$ cat config.mk
export PLATFORM = sky130hd
export DESIGN_NAME = dfe_tap_load_ctrl
export DESIGN_NICKNAME = d
export VERILOG_FILES = /design/src/rtl/dfe_ctrl_pkg.sv /design/src/rtl/dfe_tap_load_ctrl.sv
export SDC_FILE = /design/constraint.sdc
export NUM_CORES = 1
export LEC_CHECK = 0
export CAP_MARGIN = 20
export CORE_ASPECT_RATIO = 0.6
export CORE_MARGIN = 3
export CORE_UTILIZATION = 50
export CTS_BUF_LIST = sky130_fd_sc_hd__clkbuf_2
export DETAILED_ROUTE_END_ITERATION = 8
export PLACE_DENSITY = 0.88
export SLEW_MARGIN = 20
export SYNTH_ARGS = -nofsm -noshare
export SYNTH_HDL_FRONTEND = slang
export SYNTH_SLANG_ARGS = --single-unit
export TNS_END_PERCENT = 30
$ cat constraint.sdc
create_clock -name clk -period 3.65 [get_ports clk]
set_input_delay 0.73 -clock clk [delete_from_list [all_inputs] [get_ports clk]]
set_output_delay 0.73 -clock clk [all_outputs]
set_load 0.005 [all_outputs]
$ cat src/rtl/dfe_ctrl_pkg.sv
// Shared types and tap-word helpers for the DFE load controller, tap bank and tests.
// A tap word is {mantissa, shift} and represents mantissa * 2^shift.
package dfe_ctrl_pkg;

  localparam int unsigned TAP_W = 32;

  typedef enum logic [2:0] {
    ST_IDLE,
    ST_LOAD,
    ST_CHECK,
    ST_RUN,
    ST_DRAIN
  } state_t;

  function automatic logic [TAP_W/2-1:0] tap_mant(input logic [TAP_W-1:0] w);
    return w[TAP_W-1:TAP_W/2];
  endfunction

  function automatic logic [TAP_W/2-1:0] tap_shift(input logic [TAP_W-1:0] w);
    return w[TAP_W/2-1:0];
  endfunction

endpackage

$ cat src/rtl/dfe_tap_load_ctrl.sv
// DFE sequencer: loads pulse-response taps, checks the main cursor, releases the DFE
// and gates symbols into it; a reload drains the DFE pipeline before rewriting taps.
module dfe_tap_load_ctrl
  import dfe_ctrl_pkg::*;
#(
  parameter int unsigned PULSE_RESPONSE_LENGTH = 4,
  parameter int unsigned SIGNAL_RESOLUTION     = 8,
  parameter int unsigned TAP_WIDTH             = 32,
  parameter int unsigned DRAIN_CYCLES          = 3,
  localparam int unsigned AW = (PULSE_RESPONSE_LENGTH > 1) ? $clog2(PULSE_RESPONSE_LENGTH) : 1,
  localparam int unsigned DW = $clog2(DRAIN_CYCLES + 1)
) (
  input  logic                         clk,
  input  logic                         rst,
  input  logic                         cfg_start,
  input  logic [TAP_WIDTH-1:0]         cfg_data,
  input  logic                         cfg_valid,
  output logic                         cfg_ready,
  output logic                         cfg_err,
  input  logic [SIGNAL_RESOLUTION-1:0] sym_in,
  input  logic                         sym_in_valid,
  output logic                         sym_in_ready,
  output logic [SIGNAL_RESOLUTION-1:0] dfe_signal_in,
  output logic                         dfe_signal_valid,
  output logic                         dfe_rstn,
  output logic                         tap_we,
  output logic [AW-1:0]                tap_addr,
  output logic [TAP_WIDTH-1:0]         tap_data,
  output logic                         busy
);

  localparam logic [AW-1:0] IDX_LAST   = AW'(PULSE_RESPONSE_LENGTH - 1);
  localparam logic [DW-1:0] DRAIN_LAST = DW'(DRAIN_CYCLES - 1);

  state_t        state;
  logic [AW-1:0] idx;
  logic [DW-1:0] drain_cnt;
  logic          main_nz;
  logic          cfg_acc;
  logic          sym_acc;

  assign cfg_acc = cfg_valid && cfg_ready;
  assign sym_acc = sym_in_valid && sym_in_ready;

  always_ff @(posedge clk or posedge rst) begin
    if (rst) begin
      state            <= ST_IDLE;
      idx              <= '0;
      drain_cnt        <= '0;
      main_nz          <= 1'b0;
      cfg_ready        <= 1'b0;
      cfg_err          <= 1'b0;
      sym_in_ready     <= 1'b0;
      dfe_signal_in    <= '0;
      dfe_signal_valid <= 1'b0;
      dfe_rstn         <= 1'b0;
      tap_we           <= 1'b0;
      tap_addr         <= '0;
      tap_data         <= '0;
      busy             <= 1'b0;
    end else begin
      tap_we           <= 1'b0;
      dfe_signal_valid <= 1'b0;
      unique case (state)
        ST_IDLE: begin
          if (cfg_start) begin
            state     <= ST_LOAD;
            idx       <= '0;
            cfg_err   <= 1'b0;
            cfg_ready <= 1'b1;
            busy      <= 1'b1;
          end
        end
        ST_LOAD: begin
          // A restart wins over a word presented in the same cycle.
          if (cfg_start) begin
            idx <= '0;
          end else if (cfg_acc) begin
            tap_we   <= 1'b1;
            tap_addr <= idx;
            tap_data <= cfg_data;
            if (idx == '0) begin
              main_nz <= |cfg_data[TAP_WIDTH-1:TAP_WIDTH/2];
            end
            if (idx == IDX_LAST) begin
              state     <= ST_CHECK;
              cfg_ready <= 1'b0;
            end else begin
              idx <= idx + 1'b1;
            end
          end
        end
        ST_CHECK: begin
          busy <= 1'b0;
          if (!main_nz) begin
            cfg_err <= 1'b1;
            state   <= ST_IDLE;
          end else begin
            dfe_rstn     <= 1'b1;
            sym_in_ready <= 1'b1;
            state        <= ST_RUN;
          end
        end
        ST_RUN: begin
          if (sym_acc) begin
            dfe_signal_in    <= sym_in;
            dfe_signal_valid <= 1'b1;
          end
          if (cfg_start) begin
            state        <= ST_DRAIN;
            sym_in_ready <= 1'b0;
            busy         <= 1'b1;
            drain_cnt    <= '0;
          end
        end
        ST_DRAIN: begin
          if (drain_cnt == DRAIN_LAST) begin
            drain_cnt <= '0;
            dfe_rstn  <= 1'b0;
            idx       <= '0;
            cfg_ready <= 1'b1;
            state     <= ST_LOAD;
          end else begin
            drain_cnt <= drain_cnt + 1'b1;
          end
        end
        default: begin
          state <= ST_IDLE;
        end
      endcase
    end
  end

endmodule
Word level (Yosys, flattened, before mapping)
Cells that the tools add are included.
{"block": "op_classes", "n_addsub": 2, "n_eq_ne": 17, "muxes": 35, "bitwise": 1, "reduce_logical": 23}
{"op": "$mux 3", "count": 6}
{"op": "$ne 2x2->1 const B", "count": 8}
{"op": "$reduce_or 16->1", "count": 1}
{"op": "$pmux 3 s5", "count": 1}
{"op": "$mux 1", "count": 14}
{"op": "$mux 2", "count": 7}
{"op": "$reduce_and 3->1", "count": 4}
{"op": "$reduce_and 6->1", "count": 2}
{"op": "$reduce_bool 2->1", "count": 5}
{"op": "$pmux 1 s2", "count": 4}
{"op": "$eq 3x2->1 const B", "count": 2}
{"op": "$ne 3x3->1 const B", "count": 2}
{"op": "$pmux 2 s3", "count": 1}
{"op": "$reduce_and 2->1", "count": 3}
{"op": "$reduce_and 5->1", "count": 1}
{"op": "$add 2x1->2 const B", "count": 2}
{"op": "$eq 2x2->1 const B", "count": 2}
{"op": "$pmux 2 s2", "count": 1}
{"op": "$reduce_and 4->1", "count": 1}
{"op": "$eq 3x1->1 const B", "count": 1}
{"op": "$eq 3x3->1 const B", "count": 1}
{"op": "$logic_not 3->1", "count": 1}
{"op": "$pmux 1 s3", "count": 1}
{"op": "$reduce_bool 3->1", "count": 1}
{"op": "5 further kinds", "count": 6}
{"block": "word_totals", "register_bits": 57, "output_inout_bits": 49, "elab_cells": 92}

Longest topological paths before layout
Gate-level depths: netlist (run 1).
{"block": "logic_depth", "depth_word": 5, "mapped_depth": 6}

Least setup slack after synthesis (run 1)
Ideal clock, no wire load.
{"block": "synth_timing", "path_type": "in2reg", "startpoint": "input cfg_start", "endpoint": "register tap_data[10]", "setup_time_ns": 0.125, "arrival_ns": 1.810, "slack_ns": 1.715, "path_stages": 5, "path_buffers": 2, "cell_sequence": "nor4b_4 -> and3_1 -> buf_6 -> buf_12 -> mux2_4"}
{"block": "synth_via", "elab_chain_len": 2}
{"element": "start, declared", "line_no": "dfe_tap_load_ctrl.sv:15", "source": "input logic cfg_start,"}
{"element": "$not 1->1 (no source line)"}
{"element": "$reduce_and 3->1 (no source line)"}
{"element": "end signal, assigned", "line_no": "dfe_tap_load_ctrl.sv:81", "source": "tap_data <= cfg_data;"}
{"element": "end, declared", "line_no": "dfe_tap_load_ctrl.sv:28", "source": "output logic [TAP_WIDTH-1:0] tap_data,"}
No other way between the ends.
A chain may end at the register's enable or synchronous reset.

Final worst setup path (run 1)
{"block": "layout_timing", "startpoint": "input cfg_start", "endpoint": "register tap_addr[0]"}
{"block": "layout_via", "elab_chain_len": 2}
{"element": "$not 1->1 (no source line)"}
{"element": "$reduce_and 3->1 (no source line)"}
{"element": "end signal, assigned", "line_no": "dfe_tap_load_ctrl.sv:80", "source": "tap_addr <= idx;"}
{"element": "end, declared", "line_no": "dfe_tap_load_ctrl.sv:27", "source": "output logic [AW-1:0] tap_addr,"}
No other way between the ends.

==> flow_summary_export.csv, run 1 <==
group,metric,value,unit
setup_path,startpoint_type,"input pin",
placed_design,dp_slack,0.742,ns
die,core,4780,sq um
die,dieArea,6130,sq um
finish,synthToLayoutAreaGrowth,41.0,%
setup_path,path_max_fanout,24,
placed_design,dp_hpwl,4490,um
clocking,cts_sinks,57,
logic_synthesis,ys_types,39,
timing,fin_crit,2.45,ns
logic_synthesis,synthTopCellsByArea,"dfrtp_1, mux2_4, mux2_2",
setup_path,cpPeakStageDelay,0.63,ns
setup_path,cp.arrival,2.81,ns
global_routing,antenna_found_initial,0,
die,die_w,99.1,um
logic_synthesis,synth_compound_area_share,7.22,%
finish,nets,329,
timing,hold_violations,0,
logic_synthesis,synth_fp_nets,233,
die,io_pins,94,
finish,drive_above_1_share,22.3,%
clocking,cts_buffers,9,
timing,setup_viol,0,
route,wl_per_cell,17.3,um
route,drt_iter0_markers,141,
timing,rsz0062_at_grt,"no",
die,rows,19,
clocking,cts_resized,0,
clocking,clockBufferDepth,2,
timing,fin_setup_tns,0,ns
timing,fin_hold_ws,0.524,ns
timing,skew,0.0173,ns
logic_synthesis,synthArstFlopShare,100,%
logic_synthesis,netlist_instances,186,
route,drt_pass1_iterations,4,
route,detail-route-antenna-nets,0,
logic_synthesis,syn_area_per_cell,14.0,sq um
logic_synthesis,yosysTopAreaCell,"dfrtp_1",
logic_synthesis,muxShareOfSynthArea,22.2,%
logic_synthesis,synth_common_cells,"dfrtp_1, mux2_4, mux2_2, inv_1",
route,drc,0,
setup_path,path_cells,"clkdlybuf4s50_1 -> nor4b_4 -> and3_2 -> buf_4 -> mux2_2",
clocking,post_cts_buffers,0,
clocking,clk_pin_slew,0.15,ns
global_routing,grt_pass1_wl,9640,um
placed_design,gp_congestion,0.848,
route,wirelength,6040,um
logic_synthesis,synth_edf_count,0,
clocking,htree_levels,3,
logic_synthesis,yosysWarnings,0,
timing,relSlewSlack,58.0,%
timing,tightestPinTransition,0.631,ns
timing,max_freq,408,MHz
timing,slew_viol_final,0,
die,initial_core_util,54.4,%
die,die_h,61.9,um
route,via_per_inst,5.24,
clocking,postCtsHoldBufs,0,
min_path,hold_depth,1,
logic_synthesis,ys_ff_latch,57,
setup_path,reg2reg_slack,1.42,ns
global_routing,track_usage,21.4,%
logic_synthesis,synth_area,2600,sq um
logic_synthesis,synth-xor-area-share,0,%
timing,worst_slack,1.20,ns
run_status,status,"finished clean",
global_routing,grt_pass1_vias,1809,
global_routing,grt_max_degree,42,
logic_synthesis,synth_most_common_cell,"dfrtp_1",
timing,timing.final.crit_share,67.1,%
power_and_ir_drop,p_leak,0.00160,uW
logic_synthesis,synth_top_family_by_area,"multiplexers",
global_routing,overflow,0,
setup_path,rr_worst_depth,4,
setup_path,crit_path_top_delay_cell,"clkdlybuf4s50_1",
finish,diodes,0,
power_and_ir_drop,power_density,754,nW/um^2
setup_path,required,4.01,ns
clocking,cts_tree,"done",
route,vias,1834,
setup_path,cp-end-kind,"flip-flop",
job,timing.max_cap.violations,0,
logic_synthesis,synth-simple-area-share,9.82,%
clocking,root_buffer,"clkbuf_2",
min_path,hp-class,"reg2reg",
logic_synthesis,synth_top_area_share,54.9,%
logic_synthesis,ys_seq_area_share,54.9,%
clocking,insertion_delay,0.47,ns
logic_synthesis,synth_fa_ha_area_share,0.962,%
power_and_ir_drop,vdd_drop_max,0.507,mV
setup_path,path_class,"in2reg",
placed_design,portBuffers,93,
logic_synthesis,ys.flop_type,"dfrtp_1",
-- path summary, 6_finish.rpt --
| kind | endpoint | start |
|---|---|---|
| max in group asynchronous | idx[0]$_DFFE_PP0P_ | rst |
| worst max-delay path | tap_addr[0]$_DFFE_PP0P_ | cfg_start |
| worst max register to register | tap_addr[0]$_DFFE_PP0P_ | state[1]$_DFFE_PP0P_ |
| min in group asynchronous | busy$_DFFE_PP0P_ | rst |
| worst min register to register | dfe_signal_in[0]$_DFFE_PP0P_ | dfe_signal_in[0]$_DFFE_PP0P_ |
| worst min-delay path | dfe_signal_in[0]$_DFFE_PP0P_ | dfe_signal_in[0]$_DFFE_PP0P_ |
-- worst max-delay path: cells and delay by family --
family | cells | cell delay (ns)
buf+inv | 2 | 1.00
mux | 1 | 0.39
simple gates | 2 | 0.68
-- final cells by class --
cell class | count | area [sq um]
repair buffers | 96 | 953
inverters | 7 | 26.3
clock buffers | 10 | 50.0
multi-input cells | 111 | 1050
fillers | 273 | 1110
flip-flops and latches | 57 | 1430
clock inverters | 6 | 82.6
well taps | 63 | 78.8
-- cell usage in the layout (no fill, tap or decap), types with 3 or more instances in the layout --
cell type / instances
mux2_4: 28
nand3_1: 6
mux2_2: 14
a21oi_1: 6
inv_1: 6
buf_4: 3
nand3b_1: 4
clkinv_2: 3
nor4_1: 4
dfrtp_1: 57
a31oi_1: 5
nand2b_1: 6
clkdlybuf4s50_1: 93
clkbuf_2: 10
nor2_1: 4
o21ai_0: 4
-- metal layers --
metal	global-route usage, %	part of all wire [%]
met5	0	0
met1	29.7	49
met2	30.9	42
met3	9.25	8.7
met4	5.84	0.43
-- report_power, final --
part | internal [uW] | switching (uW) | leakage, uW
Sequential | 893 | 223 | 0.000698
Combinational | 820 | 371 | 0.000816
Clock | 226 | 232 | 0.0000817
Total | 1940 | 826 | 0.00160
-- cell families (layout without fill, tap and decap cells) --
family / count (synthesis) / after routing
buffers and inverters: 18 / 119
AO/OA/AOI/OAI: 28 / 28
multiplexers: 42 / 42
adder cells (fa/ha/maj): 2 / 2
flip-flops: 57 / 57
AND/OR/NAND/NOR: 39 / 39
-- flip-flops by register name, summed over array words and instances (netlist names), 2 cells and up --
name,cells
tap_addr,2
idx,2
tap_data,32
dfe_signal_in,8
drain_cnt,2
state,3
-- through the flow --
| stage | total power (uW) | instance area [sq um] | std cells | util [%] |
|---|---|---|---|---|
| CTS | 2790 | 3660 | 350 | 76.7 |
| detailed placement | 2320 | 3530 | 334 | 73.9 |
| finish | 2770 | 3660 | 350 | 76.7 |
| global placement | 2270 | 3530 | 334 | 73.9 |
| floorplan | 1700 | 2600 | 186 | - |
| global route | 2940 | 3660 | 350 | 76.7 |
No activity file was read; power rests on OpenSTA's default activity.
==> run 2: changes to the inputs <==
--- a/config.mk
+++ b/config.mk
@@ -8,10 +8,10 @@
 export CAP_MARGIN = 20
 export CORE_ASPECT_RATIO = 0.6
 export CORE_MARGIN = 3
-export CORE_UTILIZATION = 50
+export CORE_UTILIZATION = 42
 export CTS_BUF_LIST = sky130_fd_sc_hd__clkbuf_2
 export DETAILED_ROUTE_END_ITERATION = 8
-export PLACE_DENSITY = 0.88
+export PLACE_DENSITY = 0.79
 export SLEW_MARGIN = 20
 export SYNTH_ARGS = -nofsm -noshare
 export SYNTH_HDL_FRONTEND = slang
==> constraint.sdc (replaced) <==
create_clock -name clk -period 2.2 [get_ports clk]
set_input_delay 0.44 -clock clk [delete_from_list [all_inputs] [get_ports clk]]
set_output_delay 0.44 -clock clk [all_outputs]
set_load 0.005 [all_outputs]
==> flow_summary_export.csv, run 2 (synthesized netlist as in run 1, its figures left out) <==
group,metric,value,unit
global_routing,antenna_found_initial,0,
timing,tightestPinTransition,0.522,ns
power_and_ir_drop,power_density,1210,nW/um^2
global_routing,grt_max_degree,25,
placed_design,post_dp_cell_area,3640,sq um
global_routing,grt_pass1_vias,1909,
clocking,insertion_delay,0.48,ns
timing,fin_hold_ws,0.293,ns
clocking,root_buffer,"clkbuf_2",
route,drt_pass1_iterations,4,
setup_path,path_class,"reg2out",
finish,reg_top3,"tap_data: 32 flops, dfe_signal_in: 8 flops, state: 3 flops",
placed_design,gp_congestion,0.866,
setup_path,required,1.76,ns
die,io_pins,94,
die,die_h,66.9,um
route,wirelength,6120,um
die,initial_core_util,45.0,%
finish,mostFrequentLayoutCell,"clkdlybuf4s50_1",
global_routing,track_usage,18.4,%
timing,max_freq,511,MHz
power_and_ir_drop,p_leak,0.00163,uW
route,via_per_inst,4.97,
clocking,cts_sinks,57,
timing,fin_crit,1.96,ns
finish,drive_above_1_share,24.2,%
die,rows,21,
timing,skew,0.0158,ns
job,timing.max_cap.violations,0,
setup_path,crit_family,"buffers and inverters",
setup_path,cp-end-kind,"primary output",
die,dieArea,7200,sq um
route,drt_iter0_markers,144,
min_path,hp-class,"in2async",
die,die_w,108,um
setup_path,crit_path_top_delay_cell,"clkdlybuf4s50_1",
finish,diodes,0,
clocking,cts_buffers,9,
global_routing,grt_pass1_wl,10000,um
timing,relSlewSlack,65.2,%
setup_path,cpPeakStageDelay,0.56,ns
timing,slew_viol_final,0,
finish,finish.instance_area,3750,sq um
finish,nets,339,
power_and_ir_drop,total_power,4530,uW
run_status,status,"finished clean",
power_and_ir_drop,vdd_drop_max,0.585,mV
setup_path,path_max_fanout,6,
global_routing,overflow,0,
clocking,postCtsHoldBufs,0,
finish,layout_common_cells,"clkdlybuf4s50_1, dfrtp_1, mux2_4, mux2_2, buf_4",
setup_path,path_cells,"clkdlybuf4s50_1",
setup_path,cp.buffers_inverters,1,
clocking,cts_resized,0,
route,vias,1875,
clocking,htree_levels,3,
timing,setup_viol,0,
clocking,clk_pin_slew,0.17,ns
clocking,post_cts_buffers,0,
setup_path,cp.arrival,1.52,ns
route,wl_per_cell,16.2,um
finish,regMostFlops,"tap_data",
timing,rsz0062_at_grt,"no",
timing,fin_setup_tns,0,ns
route,drc,0,
clocking,cts_tree,"done",
finish,largest_reg_flops,32,
setup_path,crit_start,"cfg_ready$_DFFE_PP0P_",
route,detail-route-antenna-nets,0,
timing,hold_violations,0,
placed_design,dp_hpwl,4530,um
finish,synthToLayoutAreaGrowth,44.2,%
clocking,clockBufferDepth,2,
setup_path,startpoint_type,"flip-flop",
finish,nFillCells,463,
placed_design,portBuffers,93,
timing,timing.final.crit_share,89.0,%
setup_path,r2r-start,"state[2]$_DFFE_PP0P_",
die,core,5780,sq um
run 2: changes by cell type in the layout (fill, tap and decap cells not counted), sizes merged:
cell    previous run  this run
clkinv             3         4
bufinv             2         1
buf                3        13
run 2: per-layer routing:
| layer | global-route usage, % | part of all wire (%) |
|---|---|---|
| met2 | 25.4 | 41 |
| met1 | 26.4 | 50 |
| met4 | 5.20 | 1.2 |
| met3 | 7.16 | 8.4 |
| met5 | 0 | 0 |
run 2: cell type report:
| class | count | area, sq um | share of cell area (%) |
|---|---|---|---|
| Clock buffer | 10 | 50.0 | 1.33 |
| Sequential cell | 57 | 1430 | 38.0 |
| Inverter | 7 | 26.3 | 0.701 |
| Timing Repair Buffer | 106 | 1040 | 27.8 |
| Multi-Input combinational cell | 111 | 1050 | 27.9 |
| Tap cell | 80 | 100 | 2.67 |
| Clock inverter | 6 | 58.8 | 1.57 |
run 2: through the flow:
step / utilization, % / worst slack (ns) / instances
2_1_floorplan: - / 0.360 / 186
3_3_place_gp: 63.0 / 0.118 / 361
3_5_place_dp: 63.0 / 0.0752 / 361
4_1_cts: 64.9 / 0.198 / 377
5_1_grt: 64.9 / 0.114 / 377
6_report: 64.9 / 0.241 / 377
run 2: final timing paths:
check,end,slack (ns),cells past startpoint
min in group clk,dfe_signal_in[1]$_DFFE_PP0P_,0.52,1
max in group asynchronous,tap_data[26]$_DFFE_PP0P_,1.33,3
hold / removal,cfg_ready$_DFFE_PP0P_,0.29,2
hold reg to reg,dfe_signal_in[1]$_DFFE_PP0P_,0.52,1
setup / recovery,cfg_ready,0.24,1
setup reg to reg,tap_data[6]$_DFFE_PP0P_,0.42,4
run 2: where the power goes:
part | switching [uW] | leakage [uW] | total (uW) | internal (uW)
sequential | 323 | 0.000698 | 1810 | 1480
clock | 393 | 0.0000670 | 653 | 260
combinational | 661 | 0.000869 | 2080 | 1410
